[config.mk]
export PLATFORM = sky130hd
export DESIGN_NAME = life_sequencer
export DESIGN_NICKNAME = d
export VERILOG_FILES = /design/src/rtl/life_pkg.sv /design/src/rtl/life_tick_div.sv /design/src/rtl/life_sequencer.sv
export SDC_FILE = /design/constraint.sdc
export NUM_CORES = 1
export LEC_CHECK = 0
export BUFFER_PORTS_ARGS = -buffer_cell sky130_fd_sc_hd__buf_4
export CAP_MARGIN = 30
export CORE_ASPECT_RATIO = 1.25
export CORE_UTILIZATION = 50
export DETAILED_ROUTE_END_ITERATION = 7
export PLACE_DENSITY = 0.89
export RECOVER_POWER = 50
export SETUP_SLACK_MARGIN = 0.1
export SYNTH_ARGS = -nofsm -noshare
export SYNTH_HDL_FRONTEND = slang
export SYNTH_HIERARCHICAL = 1
export SYNTH_SLANG_ARGS = --single-unit
[constraint.sdc]
create_clock -name clk -period 4.7 [get_ports clk]
set_clock_uncertainty 0.15 [all_clocks]
set_input_delay 1.175 -clock clk [delete_from_list [all_inputs] [get_ports clk]]
set_output_delay 1.175 -clock clk [all_outputs]
set_load 0.02 [all_outputs]
[src/rtl/life_pkg.sv]
// Shared types and constants for the Life generation sequencer.
package life_pkg;

  localparam int unsigned DEFAULT_GRID_W = 64;

  typedef enum logic [1:0] {IDLE, RUN, STABLE} life_state_t;

  typedef logic [DEFAULT_GRID_W-1:0] grid_t;

endpackage

[src/rtl/life_tick_div.sv]
// Free-run pacing counter: counts 0..TICK_DIV-1 while enabled, pulses term on the last count.
module life_tick_div #(
  parameter int unsigned TICK_DIV = 4
) (
  input  logic clk,
  input  logic reset,
  input  logic en,
  input  logic clr,
  output logic term
);

  localparam int unsigned CNT_W = (TICK_DIV > 1) ? $clog2(TICK_DIV) : 1;
  localparam logic [CNT_W-1:0] LAST = CNT_W'(TICK_DIV - 1);

  logic [CNT_W-1:0] cnt_q;

  assign term = en && (cnt_q == LAST);

  always_ff @(posedge clk or posedge reset) begin
    if (reset) begin
      cnt_q <= '0;
    end else if (clr) begin
      cnt_q <= '0;
    end else if (en) begin
      cnt_q <= term ? '0 : cnt_q + 1'b1;
    end
  end

endmodule

[src/rtl/life_sequencer.sv]
// Generation controller for the 8x8 Life grid: seed load, single step, paced free-run.
// Optional still-life detection enabled by defining LIFE_STABLE_DETECT_EN.
module life_sequencer
  import life_pkg::*;
#(
  parameter int unsigned GRID_W   = DEFAULT_GRID_W,
  parameter int unsigned TICK_DIV = 4,
  parameter int unsigned GEN_W    = 16
) (
  input  logic              clk,
  input  logic              reset,
  input  logic [GRID_W-1:0] seed,
  input  logic              load,
  input  logic              run,
  input  logic              step,
  input  logic [GRID_W-1:0] grid_next,
  output logic [GRID_W-1:0] grid,
  output logic [GEN_W-1:0]  gen_count,
  output logic              gen_strobe,
  output logic              running,
  output logic              stable,
  output logic              extinct
);

  localparam logic [GEN_W-1:0] GEN_MAX = '1;

  life_state_t state_q;
  logic        tick_en;
  logic        tick_term;
  logic        advance;
  logic        same;

  // Counter only advances in RUN with run held; any other cycle parks it at 0.
  assign tick_en = (state_q == RUN) && run && !load;

  life_tick_div #(
    .TICK_DIV(TICK_DIV)
  ) u_tick_div (
    .clk  (clk),
    .reset(reset),
    .en   (tick_en),
    .clr  (!tick_en),
    .term (tick_term)
  );

`ifdef LIFE_STABLE_DETECT_EN
  assign same = (grid_next == grid);
`else
  assign same = 1'b0;
`endif

  assign advance = !load && (((state_q == IDLE) && step) || tick_term);

  always_ff @(posedge clk or posedge reset) begin
    if (reset) begin
      grid       <= '0;
      gen_count  <= '0;
      gen_strobe <= 1'b0;
      state_q    <= IDLE;
    end else begin
      gen_strobe <= 1'b0;
      if (load) begin
        grid      <= seed;
        gen_count <= '0;
        state_q   <= IDLE;
      end else begin
        if (advance) begin
          grid       <= grid_next;
          gen_strobe <= 1'b1;
          if (gen_count != GEN_MAX) gen_count <= gen_count + 1'b1;
        end
        case (state_q)
          IDLE: begin
            if (advance && same)  state_q <= STABLE;
            else if (!step && run) state_q <= RUN;
          end
          RUN: begin
            if (!run)                 state_q <= IDLE;
            else if (advance && same) state_q <= STABLE;
          end
          STABLE:  state_q <= STABLE;
          default: state_q <= IDLE;
        endcase
      end
    end
  end

  assign running = (state_q == RUN);
  assign stable  = (state_q == STABLE);
  assign extinct = (grid == '0);

endmodule

==> results.json <==
{
  "critPathCapture": "grid[38]",
  "syn_nets": 562,
  "clkTransAtPathRegs_ps": 80,
  "crit_family": "simple AND/OR/NAND/NOR gates",
  "post-route-period-util_pct": 69.9,
  "cts_buffers": 9,
  "rr_startpoint": "state_q[1]",
  "gp_congestion": 0.885,
  "wl_per_cell_um": 17.9,
  "tightest_slew_ps": 1160,
  "postCtsResizedCells": 0,
  "end_kind": "register",
  "whs_ps": 427,
  "hold_viol_final": 0,
  "ys_seq_elements": 85,
  "grt_antenna_before_repair": 0,
  "critPathLaunchType": "primary input",
  "ff2ff_setup_slack_ps": 1930,
  "worst_ep_required_time_ps": 4770,
  "place_hpwl_um": 9930,
  "postRouteAntennaNets": 0,
  "drive_above_1_share_pct": 32.3,
  "syn_to_final_growth_pct": 38.8,
  "std_cell_rows": 37,
  "globalRouteTotalUtil_pct": 30.1,
  "synth_ff_type": "dfrtp_1",
  "ir_drop_v": 0.000163,
  "cp.buffers_inverters": 3,
  "fin_nets": 767,
  "synth_top_area_share_pct": 49.2,
  "crit_type": "primary input to register",
  "wl_um": 13200,
  "cts.sinks": 85,
  "cpMaxStageDelayCell": "nor2_4",
  "ff2ff_path_depth": 8,
  "maxCapViolations": 0,
  "final_cells": 734,
  "yosysSeqAreaShare_pct": 49.2,
  "route.detailed.drc": 0,
  "yosysUniqueCellTypes": 46,
  "hold_buffers": 0,
  "grt_pass1_vias": 4236,
  "cp.arrival_ps": 3350,
  "syn-cell-area_um2": 4320,
  "pin_count": 217,
  "crit_fanout": 29,
  "powerDensity_nw_per_um2": 286,
  "hold_path_class": "register to register",
  "r2r_end": "grid[38]",
  "cp_cell_sequence": "clkbuf_1 > nor2_1 > nand3_1 > inv_1 > and2_1 > nor2_4 > buf_4 > mux2i_1 > o21ai_1",
  "coreArea_um2": 8290,
  "yosys_warnings": 6,
  "netlist.top_cell.by_area": "dfrtp_1",
  "clkLatencyLatePin_ps": 350,
  "globalRouteOverflowTotal": 0,
  "synth-edff-count": 0,
  "via_per_inst": 5.75,
  "syn_area_per_cell_um2": 10.1,
  "p_total_mw": 1.72,
  "slew_viol_final": 0,
  "status": "complete, no violations",
  "grt_pass1_wl_um": 20900,
  "antenna_cells": 0,
  "worst_slack_ps": 1420,
  "cts_buffer_depth": 2,
  "die_area_um2": 9020,
  "slew_headroom_pct": 22.4,
  "cts_root_buf": "clkbuf_8",
  "rsz0062_at_grt": "false",
  "cp-startpoint": "load",
  "tns_ps": 0,
  "fill_cells": 649,
  "grt_max_degree": 93,
  "htree_num_levels": 3,
  "cts_tree": "done",
  "dr.pass1.iters": 6,
  "slowest_delay_ps": 580,
  "leakage_nw": 2.95,
  "postCtsSetupBuffers": 0,
  "vias": 4219,
  "initial_core_util_pct": 52.2,
  "synth.top_cells.by_area": "dfrtp_1, mux2i_1, o21ai_1",
  "dp_cells": 718,
  "die-width_um": 85.2,
  "post-place-ws_ps": 1120,
  "ys_async_sr_fraction_pct": 100,
  "min_period_ps": 3280,
  "io_buffers": 216,
  "die_h_um": 106,
  "postSynthCellCount": 427,
  "setup_viol": 0,
  "first_iter_violations": 306,
  "fmax_ghz": 0.305,
  "cp.depth": 9
}
[power by group]
group          switching (mW)  internal [mW]
Clock                   0.258          0.219
Combinational           0.217          0.179
Sequential             0.0572          0.787
[cells by family after synthesis]
group	after synthesis	synth area share [%]
buffers and inverters	32	3.71
multiplexers	71	16.6
AO/OA/AOI/OAI	88	11.1
AND/OR/NAND/NOR	149	18.8
adder cells (fa/ha/maj)	2	0.579
flip-flops	85	49.2
[registers in the layout (all words and copies together), names as in the netlist]
| name | count |
|---|---|
| gen_count | 16 |
| gen_strobe | 1 |
| u_tick_div/cnt_q | 2 |
| state_q | 2 |
| grid | 64 |
[cell usage after synthesis, types with 3 or more instances]
| cell type | instances |
|---|---|
| nor2_1 | 11 |
| nand3_1 | 6 |
| mux2i_1 | 66 |
| clkbuf_1 | 17 |
| nand2_1 | 67 |
| o31ai_1 | 4 |
| o21ai_0 | 11 |
| or4_1 | 4 |
| mux2_1 | 5 |
| dfrtp_1 | 85 |
| nand2b_1 | 3 |
| inv_1 | 5 |
| buf_4 | 6 |
| a21oi_1 | 8 |
| nand4_1 | 6 |
| nor2b_1 | 9 |
| o21ai_1 | 56 |
| nor4_1 | 20 |
[metrics by stage]
step | utilization [%] | instance area, um^2
after detailed placement | 72.2 | 5980
after floorplan | - | 4320
after global placement | 71.9 | 5960
after CTS | 74.3 | 6160
after global routing | 72.4 | 6000
final | 72.4 | 6000
[layout make-up]
| type | instances | area (um^2) | area share [%] |
|---|---|---|---|
| clock buffers | 12 | 155 | 2.59 |
| clock inverters | 4 | 22.5 | 0.375 |
| inverters | 5 | 20.0 | 0.334 |
| multi-input cells | 310 | 2040 | 34.0 |
| flip-flops and latches | 85 | 2130 | 35.5 |
| well taps | 97 | 121 | 2.02 |
| repair buffers | 221 | 1510 | 25.2 |
[worst min-delay path: cells and delay by family (launching register included)]
| family | cells | cell delay (ps) |
|---|---|---|
| flops | 1 | 370 |
| simple gates | 1 | 90 |
| mux | 1 | 70 |
[worst min-delay path by stage]
stage | start | endpoint | slack (ps) | depth (start not counted)
final | u_tick_div/cnt_q[1] | u_tick_div/cnt_q[1] | 430 | 2
after global routing | u_tick_div/cnt_q[1] | u_tick_div/cnt_q[1] | 440 | 2
after CTS | u_tick_div/cnt_q[1] | u_tick_div/cnt_q[1] | 420 | 2
after detailed placement | u_tick_div/cnt_q[1] | u_tick_div/cnt_q[1] | 400 | 2
after global placement | u_tick_div/cnt_q[1] | u_tick_div/cnt_q[1] | 360 | 2
after floorplan | u_tick_div/cnt_q[1] | u_tick_div/cnt_q[1] | 340 | 2
[cell usage in the layout (no fill, tap or decap), types with 3 or more instances in the layout]
| master | synthesis | routed |
|---|---|---|
| nand3_1 | 6 | 6 |
| nor4_1 | 20 | 20 |
| nor2_1 | 11 | 11 |
| mux2_1 | 5 | 5 |
| o21ai_1 | 56 | 56 |
| or4_1 | 4 | 4 |
| mux2i_1 | 66 | 66 |
| o31ai_1 | 4 | 4 |
| dfrtp_1 | 85 | 85 |
| nand2b_1 | 3 | 3 |
| buf_4 | 6 | 178 |
| nand4_1 | 6 | 6 |
| clkinv_2 | 0 | 3 |
| clkbuf_8 | 0 | 11 |
| inv_1 | 5 | 4 |
| nand2_1 | 67 | 67 |
| a21oi_1 | 8 | 8 |
| o21ai_0 | 11 | 11 |
| clkbuf_1 | 17 | 43 |
| nor2b_1 | 9 | 9 |
[per-layer routing]
layer  share of wire, %  track usage, %  vias to the layer above
li1                   -               -                     1957
met1                 37            35.2                     2016
met3                6.7            6.29                       39
met5                  0               0                        -
met2                 53            51.9                      207
met4                3.9            15.3                        0
Power figures use the tool's default switching activity.
